### config.mk
export PLATFORM = sky130hd
export DESIGN_NAME = metropolis_accept_unit_flat
export DESIGN_NICKNAME = d
export VERILOG_FILES = /design/src/rtl/metropolis_accept_unit_if.sv /design/src/rtl/metropolis_accept_unit.sv /design/src/flat_wrapper.sv
export SDC_FILE = /design/constraint.sdc
export NUM_CORES = 1
export LEC_CHECK = 0
export CORE_MARGIN = 2
export CORE_UTILIZATION = 47
export CTS_CLUSTER_DIAMETER = 120
export DETAILED_ROUTE_END_ITERATION = 10
export PLACE_DENSITY = 0.77
export SLEW_MARGIN = 20
export SYNTH_ARGS = -nofsm -noshare
export SYNTH_HDL_FRONTEND = slang
export SYNTH_SLANG_ARGS = --single-unit
### constraint.sdc
create_clock -name clk -period 2.05 [get_ports clk]
set_input_delay 0.205 -clock clk [delete_from_list [all_inputs] [get_ports clk]]
set_output_delay 0.205 -clock clk [all_outputs]
set_load 0.005 [all_outputs]
### src/rtl/metropolis_accept_unit_if.sv
// Request/response and PRNG signals of the Metropolis accept unit.
// valid/ready: a transfer happens on a rising clk edge where both are high; once valid is raised, the payload is held stable until that edge.
interface metropolis_accept_unit_if #(
  parameter int RAND_W = 16,
  parameter int TAG_W  = 12
);
  logic              req_valid;
  logic              req_ready;
  logic [2:0]        req_de_idx;
  logic [TAG_W-1:0]  req_tag;
  logic              rng_enable;
  logic [RAND_W-1:0] rng_data;
  logic              resp_valid;
  logic              resp_ready;
  logic              resp_accept;
  logic [TAG_W-1:0]  resp_tag;

  // master = sweep controller plus PRNG source; slave = the accept unit
  modport master (
    output req_valid, req_de_idx, req_tag, rng_data, resp_ready,
    input  req_ready, rng_enable, resp_valid, resp_accept, resp_tag
  );
  modport slave (
    input  req_valid, req_de_idx, req_tag, rng_data, resp_ready,
    output req_ready, rng_enable, resp_valid, resp_accept, resp_tag
  );
endinterface

### src/rtl/metropolis_accept_unit.sv
// Metropolis spin-flip acceptance: compares one PRNG word against a Boltzmann
// threshold for positive energy changes and returns accept/reject with the tag.
module metropolis_accept_unit #(
  parameter int RAND_W = 16,
  parameter int TAG_W  = 12,
  parameter int CNT_W  = 32
) (
  input  logic                clk,
  input  logic                rst_n,
  metropolis_accept_unit_if.slave bus,
  input  logic                cfg_we,
  input  logic                cfg_sel,
  input  logic [RAND_W-1:0]   cfg_data,
  input  logic                stat_clr,
  output logic [CNT_W-1:0]    accept_cnt,
  output logic [CNT_W-1:0]    draw_cnt,
  output logic                err_illegal,
  output logic [1:0]          state_dbg
);

  typedef enum logic [1:0] {
    IDLE = 2'd0,
    EVAL = 2'd1,
    RESP = 2'd2
  } state_t;

  state_t            state;
  logic [2:0]        idx_q;
  logic [TAG_W-1:0]  tag_q;
  logic [RAND_W-1:0] thr4;
  logic [RAND_W-1:0] thr8;

  logic draw_inc;
  logic acc_inc;
  logic ill_set;

  assign state_dbg = state;

  always_comb begin
    draw_inc = 1'b0;
    acc_inc  = 1'b0;
    ill_set  = 1'b0;
    if (state == EVAL) begin
      draw_inc = (idx_q == 3'd3) || (idx_q == 3'd4);
      ill_set  = (idx_q > 3'd4);
    end
    if (state == RESP) begin
      acc_inc = bus.resp_ready && bus.resp_accept;
    end
  end

  // rng_enable is pre-registered on the request handshake so it is high exactly in EVAL
  always_ff @(posedge clk or negedge rst_n) begin
    if (!rst_n) begin
      state           <= IDLE;
      idx_q           <= 3'd0;
      tag_q           <= '0;
      bus.req_ready   <= 1'b1;
      bus.rng_enable  <= 1'b0;
      bus.resp_valid  <= 1'b0;
      bus.resp_accept <= 1'b0;
      bus.resp_tag    <= '0;
    end else begin
      bus.rng_enable <= 1'b0;
      case (state)
        IDLE: begin
          if (bus.req_valid) begin
            idx_q          <= bus.req_de_idx;
            tag_q          <= bus.req_tag;
            bus.req_ready  <= 1'b0;
            bus.rng_enable <= (bus.req_de_idx == 3'd3) || (bus.req_de_idx == 3'd4);
            state          <= EVAL;
          end
        end
        EVAL: begin
          // Thresholds are read before any same-cycle cfg write lands
          case (idx_q)
            3'd0, 3'd1, 3'd2: bus.resp_accept <= 1'b1;
            3'd3:             bus.resp_accept <= (bus.rng_data < thr4);
            3'd4:             bus.resp_accept <= (bus.rng_data < thr8);
            default:          bus.resp_accept <= 1'b0;
          endcase
          bus.resp_tag   <= tag_q;
          bus.resp_valid <= 1'b1;
          state          <= RESP;
        end
        RESP: begin
          if (bus.resp_ready) begin
            bus.resp_valid <= 1'b0;
            bus.req_ready  <= 1'b1;
            state          <= IDLE;
          end
        end
        default: begin
          bus.resp_valid <= 1'b0;
          bus.req_ready  <= 1'b1;
          state          <= IDLE;
        end
      endcase
    end
  end

  always_ff @(posedge clk or negedge rst_n) begin
    if (!rst_n) begin
      thr4 <= '0;
      thr8 <= '0;
    end else if (cfg_we) begin
      if (cfg_sel) thr8 <= cfg_data;
      else         thr4 <= cfg_data;
    end
  end

  // stat_clr wins over any increment landing in the same cycle
  always_ff @(posedge clk or negedge rst_n) begin
    if (!rst_n) begin
      accept_cnt  <= '0;
      draw_cnt    <= '0;
      err_illegal <= 1'b0;
    end else if (stat_clr) begin
      accept_cnt  <= '0;
      draw_cnt    <= '0;
      err_illegal <= 1'b0;
    end else begin
      if (acc_inc && (accept_cnt != '1)) accept_cnt <= accept_cnt + CNT_W'(1);
      if (draw_inc && (draw_cnt != '1))  draw_cnt   <= draw_cnt + CNT_W'(1);
      if (ill_set)                       err_illegal <= 1'b1;
    end
  end

endmodule

### src/flat_wrapper.sv
// flat-port wrapper written by rule: the top's interface ports become plain ports
module metropolis_accept_unit_flat 
#(
  parameter int RAND_W = 16,
  parameter int TAG_W  = 12,
  parameter int CNT_W  = 32
)
  (clk, rst_n, cfg_we, cfg_sel, cfg_data, stat_clr, accept_cnt, draw_cnt, err_illegal, state_dbg, bus_req_valid, bus_req_de_idx, bus_req_tag, bus_rng_data, bus_resp_ready, bus_req_ready, bus_rng_enable, bus_resp_valid, bus_resp_accept, bus_resp_tag);
  metropolis_accept_unit_if #(.RAND_W(RAND_W), .TAG_W(TAG_W)) bus_i ();
  input  logic clk;
  input  logic rst_n;
  input  logic cfg_we;
  input  logic cfg_sel;
  input  logic [RAND_W-1:0] cfg_data;
  input  logic stat_clr;
  output logic [CNT_W-1:0] accept_cnt;
  output logic [CNT_W-1:0] draw_cnt;
  output logic err_illegal;
  output logic [1:0] state_dbg;
  input wire logic [$bits(bus_i.req_valid)-1:0] bus_req_valid;
  input wire logic [$bits(bus_i.req_de_idx)-1:0] bus_req_de_idx;
  input wire logic [$bits(bus_i.req_tag)-1:0] bus_req_tag;
  input wire logic [$bits(bus_i.rng_data)-1:0] bus_rng_data;
  input wire logic [$bits(bus_i.resp_ready)-1:0] bus_resp_ready;
  output wire logic [$bits(bus_i.req_ready)-1:0] bus_req_ready;
  output wire logic [$bits(bus_i.rng_enable)-1:0] bus_rng_enable;
  output wire logic [$bits(bus_i.resp_valid)-1:0] bus_resp_valid;
  output wire logic [$bits(bus_i.resp_accept)-1:0] bus_resp_accept;
  output wire logic [$bits(bus_i.resp_tag)-1:0] bus_resp_tag;
  assign bus_i.req_valid = bus_req_valid;
  assign bus_i.req_de_idx = bus_req_de_idx;
  assign bus_i.req_tag = bus_req_tag;
  assign bus_i.rng_data = bus_rng_data;
  assign bus_i.resp_ready = bus_resp_ready;
  assign bus_req_ready = bus_i.req_ready;
  assign bus_rng_enable = bus_i.rng_enable;
  assign bus_resp_valid = bus_i.resp_valid;
  assign bus_resp_accept = bus_i.resp_accept;
  assign bus_resp_tag = bus_i.resp_tag;
  metropolis_accept_unit #(.RAND_W(RAND_W), .TAG_W(TAG_W), .CNT_W(CNT_W)) u_core (.clk(clk), .rst_n(rst_n), .bus(bus_i), .cfg_we(cfg_we), .cfg_sel(cfg_sel), .cfg_data(cfg_data), .stat_clr(stat_clr), .accept_cnt(accept_cnt), .draw_cnt(draw_cnt), .err_illegal(err_illegal), .state_dbg(state_dbg));
endmodule
; Word level (Yosys, flattened, before mapping)
; Index checks and enable logic that the tools add are counted.
[op_classes]
add_sub_neg = 2
muxes = 20
order_cmp = 3
n_bitwise = 3
reduce_logical = 17
eq_ne = 12
[op_table]
columns = operator, count
row1 = two-way mux 32 bit, 4
row2 = adder 32 x 1 -> 32 bit (second input constant), 2
row3 = inequality test 32 bit (second input constant), 2
row4 = < comparator 16 bit, 2
row5 = two-way mux 1 bit, 10
row6 = AND reduction 2 bit, 5
row7 = equality test 3 x 2 -> 1 bit (second input constant), 3
row8 = case mux 1 bit (3 select lines), 3
row9 = equality test 3 bit (second input constant), 2
row10 = case mux 2 bit (3 select lines), 1
row11 = nonzero test 2 bit, 3
row12 = two-way mux 2 bit, 2
row13 = inequality test 2 bit (second input constant), 2
row14 = equality test 3 x 1 -> 1 bit (second input constant), 1
row15 = > comparator 3 bit (second input constant), 1
row16 = logical AND 1 bit, 3
row17 = zero test 3 bit, 1
row18 = inverter 1 bit, 3
row19 = AND reduction 3 bit, 1
row20 = OR reduction 3 bit, 1
row21 = equality test 2 x 1 -> 1 bit (second input constant), 1
row22 = equality test 2 bit (second input constant), 1
row23 = zero test 2 bit, 1
row24 = logical OR 1 bit, 2
[word_totals]
elab_cells = 70
ff_bits = 130

; Depth between registers and ports, before layout
[logic_depth]
depth_word = 6
depth_mapped = 8
depth_no_buf = 8

; Worst setup path before layout
; OpenSTA, ideal clock, no wires.
[synth_path]
kind = register to register
startpoint = reg u_core.draw_cnt[0]
endpoint = reg u_core.draw_cnt[10]
path_buffers = 1
arrival_time_ps = 2027
synth_period_minus_slack_ps = 2159
path_stages_with_launch = 9
setup_slack_ps = -109
setup_ps = 132
path_cell_list = dfrtp_1 > ha_1 > nand4_1 > or4_1 > o41ai_2 > buf_4 > nor3_1 > xnor2_1 > nor2_1
[synth_between]
elab_chain_cells = 3
word_cells_on_any_way = 6
classes_between = 1 x add/sub / 1 x eq/ne / 2 x mux / 2 x reduce/logical
[synth_lines]
columns = element, line
row1 = start: declaration, metropolis_accept_unit.sv:16  ; output logic [CNT_W-1:0] draw_cnt,
row2 = start signal: assignment, metropolis_accept_unit.sv:125  ; if (draw_inc && (draw_cnt != '1)) draw_cnt <= draw_cnt + CNT_W'(1);
row3 = adder 32 x 1 -> 32 bit / inequality test 32 bit (equally long branches), metropolis_accept_unit.sv:125
row4 = two-way mux 32 bit / logical AND 1 bit (equally long branches), metropolis_accept_unit.sv:125
row5 = two-way mux 32 bit / nonzero test 2 bit (equally long branches), --
; Several ways; a longest one is shown, not always the timed one. The select of a mux whose other input is x is not followed.
; A chain may end at the register's enable or synchronous reset.

; Worst setup path in the final report
[layout_path]
startpoint = reg u_core.draw_cnt[0]
endpoint = reg u_core.draw_cnt[7]
; The elaborated chain is that of the path after synthesis.

==> metrics.md <==
| Metric | Value |
|---|---|
| Status | complete, but fails checks |
| Failing checks | setup timing |
| Vias/cell | ~5.4 |
| EDFF count, synth | 0 |
| Syn Inst Count | about 640 |
| Synth warn | 0 |
| Most common cell in the netlist | dfrtp_1 |
| Global-route wire length before repair | 27.8 mm |
| Leading area contributor after synthesis | dfrtp_1 |
| Crit path time final | roughly 2.1 ns |
| Leak Pwr | approximately 4.1 nW |
| Fill cells | around 1,000 |
| Proportion of layout cells with a drive suffix above 1 | between 20 and 25% |
| Worst EP arrival | about 2.4 ns |
| TritonRoute pass-1 iters | 7 |
| Die height | about 120 µm |
| Setup violators final | 16 |
| Synthesized cell area | 6590 µm² |
| DP HPWL | 12.4 mm |
| Mean Syn Cell Area | just over 10 µm² |
| H-Tree Level Count | 4 |
| Met3 usage | 6.74% |
| Area grow syn2layout | 47.2% |
| Final Cell Area | 9700 µm² |
| Netlist cell types | 52 |
| Bufs on Longest Clock Path | 2 |
| Synth area leaders | dfrtp_1 (49%), mux2_2 (7.5%), ha_1 (6.1%), nor2_1 (4.4%), xor2_1 (3.7%) |
| Slew margin rel. | approximately three fifths |
| Final count of hold timing violations | 0 |
| Die area | 15,000 µm² |
| Row count | 43 |
| Largest net degree at the start of global routing | 62 |
| I/O pin count | 137 |
| R2r worst-path depth | 8 |
| Grt met2 use | 40.4% |
| Skew-Pair Late Insertion Delay | 0.42 ns |
| Final Cycle Share | 103% |
| NumNets Final | roughly 980 |
| Min-delay worst type | in2async |
| Critical path endpoint category | register |
| Worst VDD drop | between 0.9 and 1 mV |
| Total gr overflow | 0 |
| Total GRT Usage | about a quarter |
| Reg clk slew, reported paths | around 0.060 ns |
| FFs w/ async S/R, synth | 100% |
| Post-synthesis register bit count | 130 |
| Core Box Area | roughly 14,000 µm² |
| Worst setup path class | reg2reg |
| Startpoint types | register |
| GP Congestion | 0.918 |
| Wire per inst | approximately 16 µm |
| GR peak layer | met2 |
| Met1 Use GR | between 20% and 30% |
| Placed Cells | between 1,000 and 1,500 |
| Fin cells | between 1,000 and 1,500 |
| Initial core utilization | 47.8% |
| Setup TNS | -0.503 ns |
| Fin Clk Skew | ~0.0087 ns |
| TritonCTS clock tree | done |
| CP required | 2.35 ns |
| Power Dens Cells | 806 nW/µm² |
| Placed Area | just under 9000 µm² |
| Final Max Tran Viols | 0 |
| RSZ-0062 raised after global routing | true |
| Share of the synthesized area in the top cell type | around half |
| Top FF cell, synth | dfrtp_1 |
| Max Fclk | roughly 470 MHz |
| # diodes | 0 |
| Vias in the first global route | ~6,000 |
| Die width | between 100 and 150 µm |
| Critical Path Fanout Max | 6 |
| Drt first-iter violations | 391 |
| Port bufs | roughly 140 |
| Drt total wl | 17.5 mm |
| Final setup margin | -0.0628 ns |
| Worst slew pin tran | slightly above 0.6 ns |
| Routed Antenna Nets | 0 |
| Syn_nets | 730 |
| Total Power | between 7 and 8 mW |
| Register area share after synthesis | around half |
| Root Driver | clkbuf_16 |
| Top post-synthesis cells by count | dfrtp_1 (129), nor2_1 (78), nand2_1 (53) |
| Drt drc | 0 |
| Initial antenna violation count | 0 |
| Inserted Clock Buffers | 17 |
| Clock Sinks | 130 |
| Routed vias | roughly 5,900 |
| Max Cap Violations | 0 |
[sequential cells by signal, indices dropped and copies added, names as in the netlist, 2 cells and up]
register / flops
u_core.thr8: 16
u_core.state_dbg: 2
u_core.accept_cnt: 32
u_core.thr4: 16
u_core.bus.resp_tag: 12
u_core.tag_q: 12
u_core.draw_cnt: 32
u_core.idx_q: 3
[placed cells by master (no fill, tap or decap), drive strengths merged, types with 3 or more instances in the layout]
cell	n
a211oi	4
a21oi	23
and4	5
buf	110
clkbuf	26
clkdlybuf4s50	134
clkinv	6
dfrtp	129
ha	32
inv	38
mux2	44
nand2	53
nand2b	4
nand3	31
nand4	28
nand4b	3
nor2	78
nor3	18
nor4	13
o21ai	32
or3	11
or4	3
xnor2	23
xor2	28
[layout make-up]
class                      instances  area (µm²)  share of cell area (%)
multi-input combinational        459        3320                    34.3
sequential                       130        3260                    33.6
tap                              180         225                    2.32
timing repair buffer             245        2220                    22.9
clock buffer                      26         489                    5.05
inverter                          38         143                    1.47
clock inverter                     6        33.8                   0.348
[power by group]
part	switching (mW)	total (mW)	internal [mW]
clock network	1.05	2.68	1.63
logic	0.814	1.91	1.10
registers	0.227	3.23	3.00
total	2.09	7.82	5.73
[kinds of logic after synthesis]
family,share of synthesized area [%]
compound gates,7.35
xor+xnor,6.78
fa+ha+maj,6.08
buf+inv,3.25
flops,49.4
mux,7.68
simple gates,19.4
[metal layers]
metal | wire length [µm] | vias up
li1 | - | 2767
met1 | 6860 | 2857
met2 | 8840 | 218
met3 | 1220 | 52
met4 | 568 | 0
met5 | 0 | -
[critical path, cell delays in order, from the launching register on]
cell and delay, ns:
dfrtp_1 0.37, ha_2 0.18, nand4_1 0.13, or4_4 0.57, o41ai_4 0.26, buf_4 0.21, nor3_1 0.06, xnor2_1 0.15
nor2_1 0.06
[per-stage QoR]
| stage | util (%) | hold slack [ns] | setup WS, ns |
|---|---|---|---|
| finish | 70.4 | 0.257 | -0.0628 |
| global route | 70.4 | 0.283 | -0.209 |
| CTS | 68.8 | 0.268 | -0.0409 |
| detailed placement | 64.5 | 0.159 | -0.210 |
| global placement | 64.5 | 0.156 | -0.0951 |
| floorplan | - | -0.0906 | -0.0253 |
[final timing paths]
path | startpoint | end | slack, ns
hold reg to reg | u_core.bus.resp_valid$_DFFE_PN0P_ | u_core.bus.resp_valid$_DFFE_PN0P_ | 0.49
min in group clk | stat_clr | u_core.accept_cnt[15]$_DFFE_PN0P_ | 0.29
hold / removal | rst_n | u_core.accept_cnt[28]$_DFFE_PN0P_ | 0.26
setup reg to reg | u_core.draw_cnt[0]$_DFFE_PN0P_ | u_core.draw_cnt[7]$_DFFE_PN0P_ | -0.06
setup / recovery | u_core.draw_cnt[0]$_DFFE_PN0P_ | u_core.draw_cnt[7]$_DFFE_PN0P_ | -0.06
max in group asynchronous | rst_n | u_core.bus.req_ready$_DFFE_PN1P_ | 1.11
[repair_timing]
action                                 in CTS  in global routing
setup endpoints to repair                  19                 50
setup buffers                               4                 10
endpoints found under the hold margin      25                  0
pin swaps                                   6                 41
hold buffers                                1                  0
gates resized for setup                     7                 31
Power figures use the tool's default switching activity.
